File: src/rtl/reg_unit_pkg.sv
// -----------------------------------------------------------------------------
// reg_unit_pkg
// Shared definitions for the relay-machine register unit: the transfer FSM
// state encoding, default geometry constants and a bounded one-hot decoder.
// No ports (package).
// -----------------------------------------------------------------------------
package reg_unit_pkg;

    localparam int DEF_WIDTH   = 8;
    localparam int DEF_NUM_REG = 8;
    localparam int DEF_SETTLE  = 2;

    // Upper bound on register count that the decoder can address.
    localparam int MAX_REG     = 64;

    typedef enum logic [1:0] {
        S_IDLE    = 2'd0,
        S_SEL     = 2'd1,
        S_LOAD    = 2'd2,
        S_RELEASE = 2'd3
    } state_t;

    // One-hot decode of idx; an index at or beyond count yields all zeros so
    // an out-of-range register never drives a select or load line.
    function automatic logic [MAX_REG-1:0] oneHotDecode(input int idx, input int count);
        logic [MAX_REG-1:0] v;
        v = '0;
        for (int i = 0; i < MAX_REG; i++) begin
            v[i] = (i == idx) && (idx < count);
        end
        return v;
    endfunction

endpackage

File: src/rtl/reg_slot.sv
// -----------------------------------------------------------------------------
// reg_slot
// One WIDTH-bit storage register of the register bank.
// Ports:
//   clk      - system clock
//   reset_n  - asynchronous active-low clear
//   i_en     - load enable
//   i_d      - data to store when enabled
//   o_q      - stored value
// -----------------------------------------------------------------------------
module reg_slot #(
    parameter int WIDTH = 8
) (
    input  logic             clk,
    input  logic             reset_n,
    input  logic             i_en,
    input  logic [WIDTH-1:0] i_d,
    output logic [WIDTH-1:0] o_q
);

    logic [WIDTH-1:0] r_q;

    // Storage register: cleared by reset, otherwise holds until enabled.
    always_ff @(posedge clk or negedge reset_n) begin
        if (!reset_n) begin
            r_q <= '0;
        end else if (i_en) begin
            r_q <= i_d;
        end
    end

    assign o_q = r_q;

endmodule

File: src/rtl/reg_bus_mover.sv
// -----------------------------------------------------------------------------
// reg_bus_mover
// Register-bank read side and transfer sequencer. A MOV request selects the
// source register onto the bus, holds it for SETTLE cycles so the relays can
// settle, strobes the destination load line for one cycle, then releases the
// bus and pulses done. While idle, ext_load writes a register directly.
// Ports:
//   clk, reset_n        - clock, asynchronous active-low reset
//   req_valid/req_ready - MOV request handshake
//   req_src, req_dst    - source / destination register indices
//   ext_load, ext_idx,
//   ext_data            - direct register write (idle only, beats requests)
//   sel, load           - one-hot source select / destination load strobe
//   bus                 - data bus (zero when nothing is selected)
//   done, err           - completion pulse, out-of-range index flag
//   reg_q               - flattened register contents, reg i at [i*WIDTH +: WIDTH]
// -----------------------------------------------------------------------------
module reg_bus_mover
    import reg_unit_pkg::*;
#(
    parameter int  WIDTH   = DEF_WIDTH,
    parameter int  NUM_REG = DEF_NUM_REG,
    parameter int  SETTLE  = DEF_SETTLE,
    localparam int IW      = (NUM_REG > 1) ? $clog2(NUM_REG) : 1
) (
    input  logic                     clk,
    input  logic                     reset_n,
    input  logic                     req_valid,
    output logic                     req_ready,
    input  logic [IW-1:0]            req_src,
    input  logic [IW-1:0]            req_dst,
    input  logic                     ext_load,
    input  logic [IW-1:0]            ext_idx,
    input  logic [WIDTH-1:0]         ext_data,
    output logic [NUM_REG-1:0]       sel,
    output logic [NUM_REG-1:0]       load,
    output logic [WIDTH-1:0]         bus,
    output logic                     done,
    output logic                     err,
    output logic [NUM_REG*WIDTH-1:0] reg_q
);

    state_t             r_state;
    state_t             w_nextState;
    logic [3:0]         r_cnt;
    logic [IW-1:0]      r_src;
    logic [IW-1:0]      r_dst;
    logic               w_accept;
    logic               w_extWrite;
    logic [NUM_REG-1:0] w_srcHot;
    logic [NUM_REG-1:0] w_dstHot;
    logic [NUM_REG-1:0] w_extHot;
    logic [WIDTH-1:0]   w_wrData;
    logic [WIDTH-1:0]   w_regs [NUM_REG];

    assign w_srcHot = NUM_REG'(oneHotDecode(int'(r_src), NUM_REG));
    assign w_dstHot = NUM_REG'(oneHotDecode(int'(r_dst), NUM_REG));
    assign w_extHot = NUM_REG'(oneHotDecode(int'(ext_idx), NUM_REG));

    // Next-state and output decode. Every output comes from registered state
    // except req_ready, which must drop in the same cycle as ext_load so a
    // direct write and a request acceptance never share an edge.
    always_comb begin
        w_nextState = r_state;
        w_accept    = 1'b0;
        w_extWrite  = 1'b0;
        req_ready   = 1'b0;
        sel         = '0;
        load        = '0;
        done        = 1'b0;
        err         = 1'b0;
        case (r_state)
            S_IDLE: begin
                req_ready  = !ext_load;
                w_extWrite = ext_load;
                if (req_valid && !ext_load) begin
                    w_accept    = 1'b1;
                    w_nextState = S_SEL;
                end
            end
            S_SEL: begin
                sel = w_srcHot;
                if (r_cnt == 4'd0) begin
                    w_nextState = S_LOAD;
                end
            end
            S_LOAD: begin
                sel         = w_srcHot;
                load        = w_dstHot;
                w_nextState = S_RELEASE;
            end
            S_RELEASE: begin
                done        = 1'b1;
                err         = !(|w_srcHot) || !(|w_dstHot);
                w_nextState = S_IDLE;
            end
            default: w_nextState = S_IDLE;
        endcase
    end

    // Pulled-down bus: OR of the selected registers, so an invalid source
    // (no sel bit) reads as zero.
    always_comb begin
        bus = '0;
        for (int i = 0; i < NUM_REG; i++) begin
            if (sel[i]) begin
                bus = bus | w_regs[i];
            end
        end
    end

    // FSM state register.
    always_ff @(posedge clk or negedge reset_n) begin
        if (!reset_n) begin
            r_state <= S_IDLE;
        end else begin
            r_state <= w_nextState;
        end
    end

    // Request latch and settle counter; the counter loads SETTLE-1 so the
    // SEL phase spans exactly SETTLE cycles.
    always_ff @(posedge clk or negedge reset_n) begin
        if (!reset_n) begin
            r_src <= '0;
            r_dst <= '0;
            r_cnt <= '0;
        end else if (w_accept) begin
            r_src <= req_src;
            r_dst <= req_dst;
            r_cnt <= 4'(SETTLE - 1);
        end else if ((r_state == S_SEL) && (r_cnt != 4'd0)) begin
            r_cnt <= r_cnt - 4'd1;
        end
    end

    // Direct writes only happen in IDLE, when no load bit can be active.
    assign w_wrData = w_extWrite ? ext_data : bus;

    for (genvar i = 0; i < NUM_REG; i++) begin : g_slot
        logic w_en;
        assign w_en = (w_extWrite && w_extHot[i]) || load[i];

        reg_slot #(
            .WIDTH (WIDTH)
        ) u_slot (
            .clk     (clk),
            .reset_n (reset_n),
            .i_en    (w_en),
            .i_d     (w_wrData),
            .o_q     (w_regs[i])
        );

        assign reg_q[i*WIDTH +: WIDTH] = w_regs[i];
    end

endmodule

File: config.mk
export PLATFORM = sky130hd
export DESIGN_NAME = reg_bus_mover
export DESIGN_NICKNAME = d
export VERILOG_FILES = /design/src/rtl/reg_unit_pkg.sv /design/src/rtl/reg_slot.sv /design/src/rtl/reg_bus_mover.sv
export SDC_FILE = /design/constraint.sdc
export NUM_CORES = 1
export LEC_CHECK = 0
export BUFFER_PORTS_ARGS = -buffer_cell sky130_fd_sc_hd__buf_4
export CAP_MARGIN = 20
export CORE_MARGIN = 4
export CORE_UTILIZATION = 52
export CTS_CLUSTER_SIZE = 24
export DETAILED_ROUTE_END_ITERATION = 10
export GPL_TIMING_DRIVEN = 0
export HOLD_SLACK_MARGIN = 0.03
export PLACE_DENSITY = 0.81
export SYNTH_ARGS = -nofsm -noshare
export SYNTH_HDL_FRONTEND = slang
export SYNTH_SLANG_ARGS = --single-unit
File: constraint.sdc
create_clock -name clk -period 2.7 [get_ports clk]
set_input_delay 0.135 -clock clk [delete_from_list [all_inputs] [get_ports clk]]
set_output_delay 0.135 -clock clk [all_outputs]
set_load 0.01 [all_outputs]
-- After elaboration in Yosys (flattened, before gate mapping)
Index checks and enable logic that the tools add are counted.
- input port bits: 21
- register bits: 76
- bitwise gates (word level): 7
- $add $sub $neg: 1
- multiplexer cells: 22
- equality and inequality tests: 26
- reduce and logical (&&, ||, !) cells: 33
- operators with widths (cell ; number):
    8-bit 2-to-1 mux ; 11
    8-bit bitwise OR ; 7
    3-bit == test, first input constant ; 12
    2-bit by 3-bit == test with 1-bit output, first input constant ; 6
    8-bit OR reduction ; 2
    1-bit logical AND ; 10
    1-bit by 3-bit == test with 1-bit output, first input constant ; 3
    3-bit logical NOT ; 3
    1-bit logical OR ; 9
    4-bit 2-to-1 mux ; 2
    2-bit one-hot mux with 4 select lines ; 1
    1-bit 2-to-1 mux ; 6
    2-bit == test, second input constant ; 2
    4-bit logical NOT ; 1
    2-bit 2-to-1 mux ; 2
    2-bit != test, second input constant ; 2
    4-bit nonzero test ; 1
    4-bit by 1-bit subtractor with 4-bit output, second input constant ; 1
    1-bit logical NOT ; 3
    2-bit by 1-bit == test with 1-bit output, second input constant ; 1
    2-bit logical NOT ; 1
    2-bit AND reduction ; 1
    2-bit nonzero test ; 1
    2-bit OR reduction ; 1

-- Logic depth before layout (Yosys ltp)
- depth in word-level cells: 19
- gate-level depth with buffers: 8
- gate-level depth less buffers: 6

-- Hierarchy
A second synthesis with hierarchy kept.
- cells, all modules: 309
- area, all modules: 4095.2 µm²
- modules (own cells, without submodules) (module ; instances ; cells an instance ; area each (µm²) ; sequential area each (µm²)):
    reg_slot ; 8 ; 17 ; 331.6 ; 200.2
    reg_bus_mover ; 1 ; 173 ; 1442.6 ; 300.3

-- Worst setup path before layout
No wires, ideal clock.
- path type: reg-to-reg
- start point: register r_state[0]
- end point: register g_slot[4].u_slot.r_q[1]
- setup slack: 0.676 ns
- clock period less this slack: 2.024 ns
- cell stages (with the launch flop): 8
- required time: 2.575 ns
- library setup time: 0.125 ns
- arrival time: 1.899 ns
- path through: dfrtp_1 inv_1 ha_1 nand2_1 nor3_1 a31o_2 buf_2 mux2_2
- elaborated cells on any way between the ends: 25
- classes of those cells: eq/ne: 2; mux: 12; bitwise: 7; reduce/logical: 4
- RTL lines (what ; RTL line ; RTL):
    from (decl) ; reg_bus_mover.sv:43 ; state_t r_state;
    from (signal assigned) ; reg_bus_mover.sv:117 ; r_state <= w_nextState;
    2-bit == test ; reg_bus_mover.sv:72 ; case (r_state)
    8-bit 2-to-1 mux ; reg_bus_mover.sv:72 ;
    named net load[4] ; reg_bus_mover.sv:36 ; output logic [NUM_REG-1:0] load,
    1-bit logical OR ; reg_bus_mover.sv:142 ; assign w_en = (w_extWrite && w_extHot[i]) || load[i];
    to (signal assigned) ; reg_slot.sv:28 ; r_q <= i_d;
    to (decl) ; reg_slot.sv:21 ; logic [WIDTH-1:0] r_q;
The timed path passes the listed nets, and every way through them passes these cells.
A chain may end at the register's enable or synchronous reset.

-- Worst setup path in the final report
- start point: register r_state[0]
- end point: output bus[2]
- longest elaborated chain between the ends: 18
- elaborated cells on any way between the ends: 19
- classes of those cells: eq/ne: 2; mux: 9; bitwise: 7; reduce/logical: 1
- RTL lines (what ; RTL line ; RTL):
    2-bit by 1-bit == test with 1-bit output / 2-bit == test (equally long branches) ; reg_bus_mover.sv:72 ;
    2-bit OR reduction (no source line) (*) ; - ;
    8-bit 2-to-1 mux (*) ; reg_bus_mover.sv:72 ;
    8-bit 2-to-1 mux ; reg_bus_mover.sv:106 ; if (sel[i]) begin
    8-bit bitwise OR ; reg_bus_mover.sv:107 ; bus = bus | w_regs[i];
    8-bit 2-to-1 mux ; reg_bus_mover.sv:106 ;
    8-bit bitwise OR ; reg_bus_mover.sv:107 ;
    8-bit 2-to-1 mux ; reg_bus_mover.sv:106 ;
    [... 2 more ...] ; - ;
    8-bit bitwise OR ; reg_bus_mover.sv:107 ;
    8-bit 2-to-1 mux ; reg_bus_mover.sv:106 ;
    8-bit bitwise OR ; reg_bus_mover.sv:107 ;
    8-bit 2-to-1 mux ; reg_bus_mover.sv:106 ;
    8-bit bitwise OR ; reg_bus_mover.sv:107 ;
    8-bit 2-to-1 mux ; reg_bus_mover.sv:106 ;
    8-bit bitwise OR ; reg_bus_mover.sv:107 ;
    8-bit 2-to-1 mux (*) ; reg_bus_mover.sv:106 ;
    to (decl) ; reg_bus_mover.sv:37 ; output logic [WIDTH-1:0] bus,
Every way passes the cells marked *; elsewhere a longest branch is shown, timed or not.

==> flow_metrics.py <==
metrics = {
    "timing": {
        "period_share_pct": 91.0,
        "relSlewSlack_pct": 36.2,
        "hold_violations": 0,
        "post-route-min-period_ns": 2.46,
        "layout_setup_ws_ns": 0.244,
        "worstMarginPinSlew_ns": 0.957,
        "maxSlewViolCount": 0,
        "fmax_mhz": 407,
        "rsz0062_at_grt": "no",
        "finalSetupTns_ns": 0,
        "final.setup_skew_ns": 0.0148,
        "setup_viol": 0,
    },
    "drt": {
        "dr.pass1.iters": 5,
        "avgViaCountPerCell": 5.44,
        "wl_per_cell_um": 18.7,
        "routed_wl_um": 10200,
        "vias": 2975,
        "drc_errors": 0,
        "ant_nets": 0,
        "drt_iter0_markers": 135,
    },
    "clocking": {
        "insertion_delay_ns": 0.36,
        "path_clk_slew_ns": 0.09,
        "cts_root_buf": "clkbuf_8",
        "clock-sinks": 76,
        "cts_buffers": 9,
        "htree_levels": 3,
        "ctsResizeCount": 0,
        "cts_tree": "built",
        "ctsLongestPathBuffers": 2,
    },
    "critical_path": {
        "path_class": "flop to primary output",
        "worstPathMaxFanout": 10,
        "endpoint_kind": "primary output",
        "start_kind": "flop",
        "worstPathRequired_ns": 2.57,
        "worstPathArrival_ns": 2.32,
    },
    "yosys": {
        "syn_area_um2": 3980,
        "async_flop_share_pct": 100,
        "synth_top_area_cell": "dfrtp_1",
        "synth_cell_types": 39,
        "yosys-top-cells-area": "dfrtp_1 (48%), mux2_2 (16%), mux2i_1 (8.0%)",
        "ys_seq_area_share_pct": 47.8,
        "postSynthCellCount": 315,
        "ys_warn_count": 0,
        "synthFlopType": "dfrtp_1",
        "synth-seq-cells": 76,
        "synth_edf_count": 0,
        "syn-num-nets": 341,
        "synth.avg_cell_area_um2": 12.6,
        "synth_top_area_share_pct": 47.8,
    },
    "grt": {
        "grt_usage_pct": 23.3,
        "grt-ovfl-total": 0,
        "grt_pass1_vias": 3001,
        "grt_pass1_wl_um": 15800,
        "grt_max_degree": 77,
        "antenna_found_initial": 0,
    },
    "run": {
        "max_cap_violations": 0,
    },
    "floorplanning": {
        "die_area_um2": 9120,
        "placementRows": 31,
        "start_util_pct": 54.3,
        "ios": 112,
        "die_x_um": 95.5,
        "coreArea_um2": 7330,
        "dieHeight_um": 95.5,
    },
    "place": {
        "portBuffers": 110,
        "place_congestion": 0.827,
        "place_area_um2": 4930,
        "hpwl_um": 7510,
        "preCtsSetupSlack_ns": 0.466,
    },
    "run_status": {
        "status": "finished clean",
    },
    "pwr": {
        "powerDensity_nw_per_um2": 1220,
        "p_leak_nw": 2.60,
        "p_comb_share_pct": 53.0,
        "pwr-share-clk_pct": 15.7,
        "sw_frac_of_total_pct": 38.9,
        "vdd_drop_max_v": 0.000645,
        "seqPwrFrac_pct": 31.4,
        "internal-power_mw": 3.90,
        "power.net_switching_mw": 2.49,
    },
    "final_layout": {
        "area_delta_synth_final_pct": 31.5,
        "post-route-util_pct": 71.4,
        "finalInstanceArea_um2": 5240,
        "drive_gt1_share_pct": 52.2,
        "layout.nets": 469,
        "num_antenna_cells": 0,
    },
    "min_path": {
        "min_path_type": "primary input to flop",
    },
}
sequential cells by signal (all words and copies together) (netlist names):
register and count:
r_src 3, r_dst 3, g_slot.u_slot.o_q 64, r_state 2
r_cnt 4
power groups by stage:
stage,clock network (mW),logic [mW],registers (mW)
finish,1.00,3.38,2.01
global route,1.07,3.64,2.07
CTS,1.02,3.40,2.00
detailed placement,0,3.39,2.02
global placement,0,3.30,2.00
floorplan,0,1.93,2.10
cells by family after synthesis:
logic type / share of synthesized area (%)
muxes: 27.3
AOI/OAI and AO/OA: 10.4
and+or+nand+nor: 9.17
adders and majority gates: 1.57
buffers and inverters: 3.11
DFF: 47.8
xor gates and xnor gates: 0.660
other: 0.0942
final timing paths:
check / from / to / slack (ns) / cells after the start
max: r_state[0]$_DFFE_PN0P_ / bus[2] / 0.24 / 7
min: req_valid / r_cnt[0]$_DFFE_PN0P_ / 0.17 / 3
max reg2reg: r_state[0]$_DFFE_PN0P_ / g_slot[5].u_slot.o_q[2]$_DFFE_PN0P_ / 0.43 / 7
min reg2reg: r_dst[2]$_DFFE_PN0P_ / r_dst[2]$_DFFE_PN0P_ / 0.52 / 2
max in group asynchronous: reset_n / g_slot[0].u_slot.o_q[1]$_DFFE_PN0P_ / 1.60 / 2
min in group asynchronous: reset_n / g_slot[4].u_slot.o_q[0]$_DFFE_PN0P_ / 0.47 / 2
cell type report:
cell class              count  area [µm²]
fillers                   546        2090
flip-flops and latches     76        1900
well taps                  99         124
plain buffers              13        93.8
repair buffers            117         896
clock inverters             5        83.8
multi-input cells         218        1960
inverters                   8        30.0
clock buffers              11         151
cells in the mapped netlist, drive strengths merged, types with 3 or more instances:
cell     n
a31o     3
buf      9
clkbuf   4
dfrtp   76
ha       5
inv      8
mux2    65
mux2i   32
nand2   23
nand2b  12
nor2    20
o22ai   17
o31a     8
o32ai    3
or2      8
through the flow:
stage / hold WS (ns) / power (mW) / cells
after floorplan: -0.161 / 4.03 / 315
after global placement: 0.327 / 5.30 / 524
after detailed placement: 0.334 / 5.40 / 524
after CTS: 0.164 / 6.42 / 547
after global routing: 0.199 / 6.78 / 547
final: 0.167 / 6.39 / 547
placed cells by master, fill, tap and decap left out, drive strengths merged, types with 7 or more instances in the layout:
master,count
buf,119
dfrtp,76
mux2,65
mux2i,32
nand2,23
nor2,20
o22ai,17
clkbuf,15
nand2b,12
inv,8
or2,8
o31a,8
dlygate4sd3,7
layer usage:
layer	GRT usage [%]	part of all wire [%]	vias up
met5	0	0	-
met4	8.65	2.1	0
met3	5.76	8.1	17
met2	37.1	47	112
met1	31.0	43	1459
li1	-	-	1387
critical path, cell delays in order, from the launching register on:
cell and delay [ns]:
dfrtp_1 0.41, inv_1 0.08, ha_1 0.40, or3b_1 0.36, buf_4 0.21, o22ai_1 0.23, or2_2 0.16, buf_4 0.11
timing repair:
action                    4_1_cts  5_1_grt
hold buffers                    7        0
hold endpoints to repair       82        0
setup buffers                   0        0
Power figures use the tool's default switching activity.
